`config.mk`:
```
export PLATFORM = sky130hd
export DESIGN_NAME = fpnew_divsqrt_arbiter_flat
export DESIGN_NICKNAME = d
export VERILOG_FILES = /design/src/rtl/fpnew_divsqrt_arbiter_pkg.sv /design/src/rtl/fpnew_divsqrt_arbiter_if.sv /design/src/rtl/fpnew_rr_pick.sv /design/src/rtl/fpnew_divsqrt_arbiter.sv /design/src/flat_wrapper.sv
export SDC_FILE = /design/constraint.sdc
export NUM_CORES = 1
export LEC_CHECK = 0
export BUFFER_PORTS_ARGS = -buffer_cell sky130_fd_sc_hd__buf_2
export CORE_AREA = 3 3 218 220
export DETAILED_ROUTE_END_ITERATION = 8
export DIE_AREA = 0 0 221 223
export PLACE_DENSITY = 0.31
export SLEW_MARGIN = 40
export SYNTH_ARGS = -nofsm -noshare
export SYNTH_HDL_FRONTEND = slang
export SYNTH_SLANG_ARGS = --single-unit
```
`constraint.sdc`:
```
create_clock -name clk_i -period 2.9 [get_ports clk_i]
set_input_delay 0.725 -clock clk_i [delete_from_list [all_inputs] [get_ports clk_i]]
set_output_delay 0.725 -clock clk_i [all_outputs]
set_load 0.02 [all_outputs]
```
`src/rtl/fpnew_divsqrt_arbiter_pkg.sv`:
```
// fpnew_divsqrt_arbiter_pkg: fpnew type slice plus arbiter state and request types
package fpnew_divsqrt_arbiter_pkg;
  localparam int unsigned FLEN = 64;
  typedef enum logic [3:0] {FMADD, FNMSUB, ADD, MUL, DIV, SQRT} operation_e;
  typedef enum logic [2:0] {RNE = 3'b000, RTZ = 3'b001, RDN = 3'b010, RUP = 3'b011, RMM = 3'b100, DYN = 3'b111} roundmode_e;
  typedef enum logic [2:0] {FP32, FP64, FP16, FP8, FP16ALT} fp_format_e;
  typedef struct packed {
    logic nv;
    logic dz;
    logic of;
    logic uf;
    logic nx;
  } status_t;
  typedef enum logic [1:0] {IDLE, OFFER, WAIT} arb_state_e;
  typedef struct packed {
    logic [1:0][FLEN-1:0] operands;
    operation_e           op;
    roundmode_e           rnd_mode;
    fp_format_e           dst_fmt;
  } divsqrt_req_t;
endpackage

```
`src/rtl/fpnew_divsqrt_arbiter_if.sv`:
```
// fpnew_divsqrt_arbiter_if: requester-side and unit-side handshakes of the divsqrt arbiter
interface fpnew_divsqrt_arbiter_if
  import fpnew_divsqrt_arbiter_pkg::*;
#(
  parameter int unsigned NumReq = 2,
  parameter int unsigned Width  = 64,
  parameter int unsigned IdxW   = $clog2(NumReq)
) ();
  logic                               flush_i;
  logic [NumReq-1:0]                  req_valid_i;
  logic [NumReq-1:0]                  req_ready_o;
  logic [NumReq-1:0][1:0][Width-1:0]  req_operands_i;
  operation_e [NumReq-1:0]            req_op_i;
  roundmode_e [NumReq-1:0]            req_rnd_mode_i;
  fp_format_e [NumReq-1:0]            req_dst_fmt_i;
  logic [NumReq-1:0]                  rsp_valid_o;
  logic [NumReq-1:0]                  rsp_ready_i;
  logic [Width-1:0]                   rsp_result_o;
  status_t                            rsp_status_o;
  logic                               unit_valid_o;
  logic                               unit_ready_i;
  logic [1:0][Width-1:0]              unit_operands_o;
  operation_e                         unit_op_o;
  roundmode_e                         unit_rnd_mode_o;
  fp_format_e                         unit_dst_fmt_o;
  logic [IdxW-1:0]                    unit_tag_o;
  logic                               unit_out_valid_i;
  logic                               unit_out_ready_o;
  logic [Width-1:0]                   unit_result_i;
  status_t                            unit_status_i;
  logic [IdxW-1:0]                    unit_tag_i;
  logic                               unit_flush_o;
  logic                               busy_o;
  modport slave (
    input  flush_i, req_valid_i, req_operands_i, req_op_i, req_rnd_mode_i, req_dst_fmt_i,
           rsp_ready_i, unit_ready_i, unit_out_valid_i, unit_result_i, unit_status_i, unit_tag_i,
    output req_ready_o, rsp_valid_o, rsp_result_o, rsp_status_o, unit_valid_o, unit_operands_o,
           unit_op_o, unit_rnd_mode_o, unit_dst_fmt_o, unit_tag_o, unit_out_ready_o, unit_flush_o, busy_o
  );
  modport master (
    output flush_i, req_valid_i, req_operands_i, req_op_i, req_rnd_mode_i, req_dst_fmt_i,
           rsp_ready_i, unit_ready_i, unit_out_valid_i, unit_result_i, unit_status_i, unit_tag_i,
    input  req_ready_o, rsp_valid_o, rsp_result_o, rsp_status_o, unit_valid_o, unit_operands_o,
           unit_op_o, unit_rnd_mode_o, unit_dst_fmt_o, unit_tag_o, unit_out_ready_o, unit_flush_o, busy_o
  );
endinterface

```
`src/rtl/fpnew_rr_pick.sv`:
```
// fpnew_rr_pick: combinational round-robin picker, first valid index at or above ptr with wrap
module fpnew_rr_pick #(
  parameter int unsigned N    = 2,
  parameter int unsigned IdxW = $clog2(N)
) (
  input  logic [N-1:0]    valid,
  input  logic [IdxW-1:0] ptr,
  output logic [IdxW-1:0] idx,
  output logic            any
);
  logic [2*N-1:0] rot;
  logic [IdxW-1:0] off;
  logic [IdxW:0]   sum;
  // rotating the doubled vector puts the pointer's slot at bit 0
  assign rot = {valid, valid} >> ptr;
  assign any = |valid;
  always_comb begin
    off = '0;
    for (int k = N - 1; k >= 0; k--) if (rot[k]) off = IdxW'(k);
  end
  assign sum = {1'b0, ptr} + {1'b0, off};
  assign idx = sum >= (IdxW+1)'(N) ? IdxW'(sum - (IdxW+1)'(N)) : sum[IdxW-1:0];
endmodule

```
`src/rtl/fpnew_divsqrt_arbiter.sv`:
```
// fpnew_divsqrt_arbiter: round-robin sharing of one divsqrt unit, result routed back to its owner
module fpnew_divsqrt_arbiter
  import fpnew_divsqrt_arbiter_pkg::*;
#(
  parameter int unsigned NumReq = 2,
  parameter int unsigned Width  = 64,
  parameter int unsigned IdxW   = $clog2(NumReq)
) (
  input logic                    clk_i,
  input logic                    rst_ni,
  fpnew_divsqrt_arbiter_if.slave bus
);
  arb_state_e            state_q, state_d;
  logic [IdxW-1:0]       grant_q, grant_d, rr_ptr_q, rr_ptr_d, pick, sel;
  logic                  any, issue, accept, rsp_hs;
  logic [1:0][Width-1:0] sel_ops;
  divsqrt_req_t          sel_req;

  fpnew_rr_pick #(.N(NumReq), .IdxW(IdxW)) i_pick (
    .valid (bus.req_valid_i),
    .ptr   (rr_ptr_q),
    .idx   (pick),
    .any   (any)
  );

  // once offered, the grant is locked so the unit sees a stable payload
  assign sel     = state_q == IDLE ? pick : grant_q;
  assign sel_ops = bus.req_operands_i[sel];
  assign sel_req = '{operands: sel_ops, op: bus.req_op_i[sel], rnd_mode: bus.req_rnd_mode_i[sel],
                     dst_fmt: bus.req_dst_fmt_i[sel]};
  assign issue   = (state_q == IDLE && any) || state_q == OFFER;
  assign accept  = issue && bus.unit_ready_i && !bus.flush_i;
  assign rsp_hs  = state_q == WAIT && bus.unit_out_valid_i && bus.rsp_ready_i[grant_q];

  assign bus.unit_valid_o     = issue;
  assign bus.unit_operands_o  = sel_req.operands;
  assign bus.unit_op_o        = sel_req.op;
  assign bus.unit_rnd_mode_o  = sel_req.rnd_mode;
  assign bus.unit_dst_fmt_o   = sel_req.dst_fmt;
  assign bus.unit_tag_o       = sel;
  assign bus.unit_flush_o     = bus.flush_i;
  assign bus.req_ready_o      = accept ? NumReq'(1) << sel : '0;
  assign bus.rsp_valid_o      = state_q == WAIT && bus.unit_out_valid_i && !bus.flush_i ? NumReq'(1) << grant_q : '0;
  // a stray result outside WAIT has no owner and is simply drained
  assign bus.unit_out_ready_o = state_q == WAIT ? bus.rsp_ready_i[grant_q] : bus.unit_out_valid_i;
  assign bus.rsp_result_o     = bus.unit_result_i;
  assign bus.rsp_status_o     = bus.unit_status_i;
  assign bus.busy_o           = state_q != IDLE;

  always_comb begin
    state_d  = state_q;
    grant_d  = grant_q;
    rr_ptr_d = rr_ptr_q;
    if (bus.flush_i) state_d = IDLE;
    else if (state_q == IDLE && any) begin
      grant_d = pick;
      state_d = bus.unit_ready_i ? WAIT : OFFER;
    end
    else if (state_q == OFFER && bus.unit_ready_i) state_d = WAIT;
    else if (rsp_hs) state_d = IDLE;
    if (accept) rr_ptr_d = sel == IdxW'(NumReq - 1) ? '0 : sel + 1'b1;
  end

  always_ff @(posedge clk_i or negedge rst_ni) begin
    if (!rst_ni) begin
      state_q  <= IDLE;
      grant_q  <= '0;
      rr_ptr_q <= '0;
    end else begin
      state_q  <= state_d;
      grant_q  <= grant_d;
      rr_ptr_q <= rr_ptr_d;
    end
  end

  tag_owner: assert property (@(posedge clk_i) disable iff (!rst_ni)
    bus.unit_out_valid_i |-> state_q == WAIT && bus.unit_tag_i == grant_q);
endmodule

```
`src/flat_wrapper.sv`:
```
// flat-port wrapper written by rule: the top's interface ports become plain ports
module fpnew_divsqrt_arbiter_flat import fpnew_divsqrt_arbiter_pkg::*;
#(
  parameter int unsigned NumReq = 2,
  parameter int unsigned Width  = 64,
  parameter int unsigned IdxW   = $clog2(NumReq)
)
  (clk_i, rst_ni, bus_flush_i, bus_req_valid_i, bus_req_operands_i, bus_req_op_i, bus_req_rnd_mode_i, bus_req_dst_fmt_i, bus_rsp_ready_i, bus_unit_ready_i, bus_unit_out_valid_i, bus_unit_result_i, bus_unit_status_i, bus_unit_tag_i, bus_req_ready_o, bus_rsp_valid_o, bus_rsp_result_o, bus_rsp_status_o, bus_unit_valid_o, bus_unit_operands_o, bus_unit_op_o, bus_unit_rnd_mode_o, bus_unit_dst_fmt_o, bus_unit_tag_o, bus_unit_out_ready_o, bus_unit_flush_o, bus_busy_o);
  fpnew_divsqrt_arbiter_if #(.NumReq(NumReq), .Width(Width), .IdxW(IdxW)) bus_i ();
  input logic clk_i;
  input logic rst_ni;
  input wire logic [$bits(bus_i.flush_i)-1:0] bus_flush_i;
  input wire logic [$bits(bus_i.req_valid_i)-1:0] bus_req_valid_i;
  input wire logic [$bits(bus_i.req_operands_i)-1:0] bus_req_operands_i;
  input wire logic [$bits(bus_i.req_op_i)-1:0] bus_req_op_i;
  input wire logic [$bits(bus_i.req_rnd_mode_i)-1:0] bus_req_rnd_mode_i;
  input wire logic [$bits(bus_i.req_dst_fmt_i)-1:0] bus_req_dst_fmt_i;
  input wire logic [$bits(bus_i.rsp_ready_i)-1:0] bus_rsp_ready_i;
  input wire logic [$bits(bus_i.unit_ready_i)-1:0] bus_unit_ready_i;
  input wire logic [$bits(bus_i.unit_out_valid_i)-1:0] bus_unit_out_valid_i;
  input wire logic [$bits(bus_i.unit_result_i)-1:0] bus_unit_result_i;
  input wire logic [$bits(bus_i.unit_status_i)-1:0] bus_unit_status_i;
  input wire logic [$bits(bus_i.unit_tag_i)-1:0] bus_unit_tag_i;
  output wire logic [$bits(bus_i.req_ready_o)-1:0] bus_req_ready_o;
  output wire logic [$bits(bus_i.rsp_valid_o)-1:0] bus_rsp_valid_o;
  output wire logic [$bits(bus_i.rsp_result_o)-1:0] bus_rsp_result_o;
  output wire logic [$bits(bus_i.rsp_status_o)-1:0] bus_rsp_status_o;
  output wire logic [$bits(bus_i.unit_valid_o)-1:0] bus_unit_valid_o;
  output wire logic [$bits(bus_i.unit_operands_o)-1:0] bus_unit_operands_o;
  output wire logic [$bits(bus_i.unit_op_o)-1:0] bus_unit_op_o;
  output wire logic [$bits(bus_i.unit_rnd_mode_o)-1:0] bus_unit_rnd_mode_o;
  output wire logic [$bits(bus_i.unit_dst_fmt_o)-1:0] bus_unit_dst_fmt_o;
  output wire logic [$bits(bus_i.unit_tag_o)-1:0] bus_unit_tag_o;
  output wire logic [$bits(bus_i.unit_out_ready_o)-1:0] bus_unit_out_ready_o;
  output wire logic [$bits(bus_i.unit_flush_o)-1:0] bus_unit_flush_o;
  output wire logic [$bits(bus_i.busy_o)-1:0] bus_busy_o;
  assign bus_i.flush_i = bus_flush_i;
  assign bus_i.req_valid_i = bus_req_valid_i;
  assign bus_i.req_operands_i = bus_req_operands_i;
  assign bus_i.req_op_i = bus_req_op_i;
  assign bus_i.req_rnd_mode_i = bus_req_rnd_mode_i;
  assign bus_i.req_dst_fmt_i = bus_req_dst_fmt_i;
  assign bus_i.rsp_ready_i = bus_rsp_ready_i;
  assign bus_i.unit_ready_i = bus_unit_ready_i;
  assign bus_i.unit_out_valid_i = bus_unit_out_valid_i;
  assign bus_i.unit_result_i = bus_unit_result_i;
  assign bus_i.unit_status_i = bus_unit_status_i;
  assign bus_i.unit_tag_i = bus_unit_tag_i;
  assign bus_req_ready_o = bus_i.req_ready_o;
  assign bus_rsp_valid_o = bus_i.rsp_valid_o;
  assign bus_rsp_result_o = bus_i.rsp_result_o;
  assign bus_rsp_status_o = bus_i.rsp_status_o;
  assign bus_unit_valid_o = bus_i.unit_valid_o;
  assign bus_unit_operands_o = bus_i.unit_operands_o;
  assign bus_unit_op_o = bus_i.unit_op_o;
  assign bus_unit_rnd_mode_o = bus_i.unit_rnd_mode_o;
  assign bus_unit_dst_fmt_o = bus_i.unit_dst_fmt_o;
  assign bus_unit_tag_o = bus_i.unit_tag_o;
  assign bus_unit_out_ready_o = bus_i.unit_out_ready_o;
  assign bus_unit_flush_o = bus_i.unit_flush_o;
  assign bus_busy_o = bus_i.busy_o;
  fpnew_divsqrt_arbiter #(.NumReq(NumReq), .Width(Width), .IdxW(IdxW)) u_core (.clk_i(clk_i), .rst_ni(rst_ni), .bus(bus_i));
endmodule
```
* Word level (Yosys, flattened, before mapping)
Cells that the tools add are included.
** Word-level totals
- Bits in registers :: 4
- Logic and storage cells :: 52
** Operators by class
- Equality and inequality tests :: 2
- Bitwise operators :: 1
- Reductions and logical operators :: 14
- Add/sub/neg operators :: 3
- Order comparisons :: 3
- Multiplexer cells :: 23
- Shifts and indexed selects :: 3
** Operators by type and width (count)
- 128-bit two-way mux :: 2
- 2-bit two-way mux :: 7
- 3-bit two-way mux :: 4
- 1-bit two-way mux :: 8
- 4-bit two-way mux :: 2
- 1-bit logical AND :: 7
- 1-bit by 2-bit less-than comparator with 1-bit output (second input constant) :: 2
- 4-bit nonzero test :: 1
- 1-bit by 1-bit << shifter with 2-bit output (first input constant) :: 2
- 4-bit by 1-bit >> shifter with 2-bit output :: 1
- 1-bit by 1-bit adder with 2-bit output :: 1
- 2-bit by 1-bit equality test with 1-bit output (second input constant) :: 1
- 2-bit equality test (second input constant) :: 1
- 2-bit greater-or-equal comparator (second input constant) :: 1
- 2-bit logical NOT :: 1
- 2-bit AND reduction :: 1
- 2-bit nonzero test :: 1
- 2-bit OR reduction :: 1
- 1-bit adder (second input constant) :: 1
- 1-bit logical NOT :: 1
- 1-bit logical OR :: 1
- 1-bit NOT :: 1
- 1-bit subtractor (second input constant) :: 1

* Depth between registers and ports, before layout
- Word-level depth :: 9
- Gate-level depth with buffers :: 8
- Depth with buffers taken out :: 5

* By module
Synthesis repeated with hierarchy kept, for this count alone.
** Second synthesis, totals
- Cells, all modules :: 255
- Area, all modules :: 2876.5 µm²
** By module, submodules not included
- fpnew_divsqrt_arbiter :: cells each 251, area an instance 2857.7 µm², instances 1, sequential area each 100.1 µm²
- fpnew_rr_pick :: cells each 4, area an instance 18.8 µm², instances 1, sequential area each 0.0 µm²

* Least setup slack after synthesis
Ideal clock, no wire load.
- Path kind :: input to output
- Start point :: input bus_req_valid_i[0]
- End point :: output bus_req_ready_o[0]
- Arrival time :: 1.884 ns
- Cell stages on the path :: 8
- Slack :: 0.291 ns
- Cell sequence :: inv_1 a21oi_1 o31a_1 buf_6 buf_12 buf_8 inv_1 nor2_1
** Between the ends
- Longest elaborated chain between the ends :: 9
- Elaborated cells on any way between the ends :: 15
- Classes of those cells :: 2 x add/sub; 1 x order compare; 2 x shift; 5 x mux; 5 x reduce/logical
** RTL lines
- from (decl) :: line flat_wrapper.sv:13 : input wire logic [$bits(bus_i.req_valid_i)-1:0] bus_req_valid_i;
- 4-bit by 1-bit >> shifter with 2-bit output (*) :: line fpnew_rr_pick.sv:15 : assign rot = {valid, valid} >> ptr;
- 1-bit two-way mux :: line fpnew_rr_pick.sv:19 : for (int k = N - 1; k >= 0; k--) if (rot[k]) off = IdxW'(k);
- 1-bit two-way mux (*) :: line fpnew_rr_pick.sv:19
- 1-bit by 1-bit adder with 2-bit output (*) :: line fpnew_rr_pick.sv:21 : assign sum = {1'b0, ptr} + {1'b0, off};
- 2-bit greater-or-equal comparator / 1-bit subtractor (equally long branches) :: line fpnew_rr_pick.sv:22 : assign idx = sum >= (IdxW+1)'(N) ? IdxW'(sum - (IdxW+1)'(N)) : sum[IdxW-1:0];
- 1-bit two-way mux (*) :: line fpnew_rr_pick.sv:22
- 1-bit two-way mux (*) :: line fpnew_divsqrt_arbiter.sv:27 : assign sel = state_q == IDLE ? pick : grant_q;
- net bus_unit_tag_o :: line flat_wrapper.sv:33 : output wire logic [$bits(bus_i.unit_tag_o)-1:0] bus_unit_tag_o;
- 1-bit by 1-bit << shifter with 2-bit output (*) :: line fpnew_divsqrt_arbiter.sv:42 : assign bus.req_ready_o = accept ? NumReq'(1) << sel : '0;
- 2-bit two-way mux (*) :: line fpnew_divsqrt_arbiter.sv:42
- to (decl) :: line flat_wrapper.sv:24 : output wire logic [$bits(bus_i.req_ready_o)-1:0] bus_req_ready_o;
The timed path passes the listed nets; every way through them passes the cells marked *.

* Final worst setup path
- Start point :: input bus_req_valid_i[0]
- End point :: output bus_unit_operands_o[49]
** Between the ends
- Longest elaborated chain between the ends :: 9
- Elaborated cells on any way between the ends :: 10
- Classes of those cells :: 2 x add/sub; 1 x order compare; 1 x shift; 6 x mux
** RTL lines
- 4-bit by 1-bit >> shifter with 2-bit output (*) :: line fpnew_rr_pick.sv:15
- 1-bit two-way mux :: line fpnew_rr_pick.sv:19
- 1-bit two-way mux (*) :: line fpnew_rr_pick.sv:19
- 1-bit by 1-bit adder with 2-bit output (*) :: line fpnew_rr_pick.sv:21
- 2-bit greater-or-equal comparator / 1-bit subtractor (equally long branches) :: line fpnew_rr_pick.sv:22
- 1-bit two-way mux (*) :: line fpnew_rr_pick.sv:22
- 1-bit two-way mux (*) :: line fpnew_divsqrt_arbiter.sv:27
- 128-bit two-way mux (implied by the code) (*) (2 in a row) :: line fpnew_divsqrt_arbiter.sv:28 : assign sel_ops = bus.req_operands_i[sel];
- to (decl) :: line flat_wrapper.sv:29 : output wire logic [$bits(bus_i.unit_operands_o)-1:0] bus_unit_operands_o;
Mark *: on every way between the ends. The rest lies on a longest branch, timed or not. The select of a mux whose other input is x is not followed.

==> out/qor.txt <==
Antenna Nets Post-Route = 0
Initial antenna violation count = 0
Worst path arrival time = 2.14 ns
Clock latency on the worst-skew pair = 0.22 ns
Hold Crit Class = input pin to asynchronous set/reset pin
VDD IR max = 171 uV
Async SR Flop Fraction = 100%
Die W = 221 um
WL/cell = 13.4 um
Routed WL = 16,600 um
Worst-path maximum fanout = 25
Area grow syn2layout = 85.5%
Setup violators final = 0
Inserted Clock Buffers = 3
Startpoint types = input pin
Count of final max-slew check failures = 0
Dpl ws = -0.0142 ns
Leading post-synthesis cells by cell area = mux2_4, buf_4, mux2_2
Post-route DRC = 0
Final hold viol count = 0
Syn_nets = 615
Core area = 45,500 sq um
Max Root-Sink Buffers = 2
Worst-Margin Slew = 0.264 ns
Critical Path RT = 2.17 ns
CTS Sinks = 4
Critical path class = input pin to primary output
GP Congestion = 0.797
Maximum clock rate = 349 MHz
Initial core utilization = 6.54%
Nets = 994
Row Count = 78
DRT iter0 DRCs = 95
FILL cells = 5,267
Final Cycle Share = 98.7%
Delay-heaviest family, CP = buffers and inverters
Full die area = 49,300 sq um
Vias in the first global route = 3,646
PortBufs = 431
Cells along the critical path = buf_2, inv_2, nor2_1, o31a_4, buf_12, buf_12, mux2_4, buf_2
Top_reg_cell synth = dfrtp_1
Avg Cell Area, Syn = 11.4 sq um
Post-synth top area share = 49.5%
Via-per-instance ratio = 2.84
Root buffer cell = clkbuf_16
Tmin final = 2.86 ns
RSZ-0062 raised after global routing = false
GRT Util Overall = 6.05%
Max_cap viols = 0
First-pass GRT wire length = 22,800 um
Htree depth = 1
Crit-path slowest cell = o31a_4
N_diodes = 0
Sequential fraction of the synthesis area = 3.36%
R2r setup slk = 1.20 ns
Synth area leader = mux2_4
Unique masters post-synth = 26
Fin worst setup slack = 0.0379 ns
CTS tree = built
Synth Register Bits = 4
Final core occ = 12.1%
Fraction of layout cells with a size suffix above 1 = 94.8%
Drt first pass iters = 4
Post-synth EDFFs = 0
Clk_skew = 0.00128 ns
Worst-path clk slew = 0.03 ns
Pwr per Cell Area = 494 nW/um^2
Slew HR = 82.2%
Die Ht = 223 um
Hpwl dp = 15,300 um
Status = finished clean
Grt ovf = 0
Synth Warn # = 0
Slowest cell delay on critical path = 0.35 ns
DR vias = 3,518
Ports = 571
Buffer and inverter count on the worst path = 5
Top post-synthesis cells by count = mux2_4, buf_4, mux2_2
Leakage = 0.00305 uW
Mapped Area = 2980 sq um
Largest net degree at the start of global routing = 26
CP Capture Type = primary output
Top-count cell post-synth = mux2_4
Post-Syn Instances = 260
Hold buffers post-CTS = 0
## per-stage QoR
step / power, uW / TNS, ns / cells / cell area [sq um] / hold WS (ns)
after floorplan: 1910 / 0 / 260 / 2980 / 0.429
final: 2730 / 0 / 1237 / 5520 / 0.308
after global placement: 2520 / -0.257 / 1231 / 5370 / 0.514
after detailed placement: 2500 / -0.157 / 1231 / 5370 / 0.528
after global routing: 2900 / 0 / 1237 / 5520 / 0.316
after CTS: 2730 / -0.00385 / 1234 / 5450 / 0.312
## per-layer routing
layer | track usage [%] | up-vias | wire length, um | part of all wire, %
li1 | - | 1610 | - | -
met5 | 0 | - | 0 | 0
met2 | 11.0 | 393 | 8210 | 49
met4 | 0.561 | 0 | 101 | 0.61
met1 | 6.05 | 1511 | 5550 | 33
met3 | 3.79 | 4 | 2740 | 16
## cells by family (layout without fill, tap and decap cells)
family / Yosys count / after routing / share of synthesized area [%]
and+or+nand+nor: 21 / 21 / 3.91
buffers and inverters: 88 / 465 / 26.2
DFF: 4 / 4 / 3.36
muxes: 139 / 139 / 64.9
AOI/OAI and AO/OA: 8 / 8 / 1.60
## worst paths after layout
kind	start	endpoint	cells after the start
worst min register to register	u_core.rr_ptr_q$_DFFE_PN0P_	u_core.rr_ptr_q$_DFFE_PN0P_	2
worst max register to register	u_core.state_q[1]$_DFFE_PN0P_	u_core.rr_ptr_q$_DFFE_PN0P_	6
worst max-delay path	bus_req_valid_i[0]	bus_unit_operands_o[49]	8
min in group clk_i	u_core.rr_ptr_q$_DFFE_PN0P_	u_core.rr_ptr_q$_DFFE_PN0P_	2
worst min-delay path	rst_ni	u_core.rr_ptr_q$_DFFE_PN0P_	1
max in group asynchronous	rst_ni	u_core.state_q[0]$_DFFE_PN0P_	1
## layout make-up
type / instances / area, sq um / area share [%]
repair buffers: 460 / 2480 / 45.0
multi-input cells: 168 / 2100 / 38.1
well taps: 600 / 751 / 13.6
flip-flops and latches: 4 / 100 / 1.81
clock buffers: 3 / 75.1 / 1.36
inverters: 2 / 7.51 / 0.136
## sequential cells by signal, summed over array words and instances, names as in the netlist
name and flops:
u_core.rr_ptr_q 1, u_core.grant_q 1, u_core.state_q 2
## cell usage in the layout, fill, tap and decap left out
| cell type | n |
|---|---|
| buf_2 | 429 |
| mux2_4 | 98 |
| mux2_2 | 40 |
| buf_4 | 21 |
| nor2_1 | 8 |
| a21oi_1 | 4 |
| clkbuf_16 | 4 |
| buf_6 | 4 |
| buf_12 | 4 |
| dfrtp_1 | 4 |
| nand2_1 | 3 |
| nor2b_1 | 2 |
| or2_4 | 1 |
| inv_2 | 1 |
| o31a_4 | 1 |
| inv_1 | 1 |
| or3_1 | 1 |
| and2b_1 | 1 |
| nand3b_1 | 1 |
| nor4bb_1 | 1 |
| and4b_1 | 1 |
| mux2i_1 | 1 |
| o21ai_0 | 1 |
| nor3_1 | 1 |
| nor3b_1 | 1 |
| a211oi_1 | 1 |
| a31oi_1 | 1 |
| buf_16 | 1 |
## timing repair
item | in CTS | in global routing
gates resized for setup | 1 | 8
endpoints found under the setup margin | 26 | 81
endpoints found under the hold margin | 0 | 0
gates cloned | 0 | 1
setup buffers | 0 | 2
pin swaps | 1 | 1
## where the power goes
part / internal (uW) / total [uW] / switching [uW] / leakage [uW]
Sequential: 66.9 / 79.6 / 12.7 / 0.0000497
Clock: 176 / 214 / 38.1 / 0.0000370
Combinational: 1220 / 2430 / 1220 / 0.00296
Total: 1460 / 2730 / 1270 / 0.00305
Power figures use the tool's default switching activity.
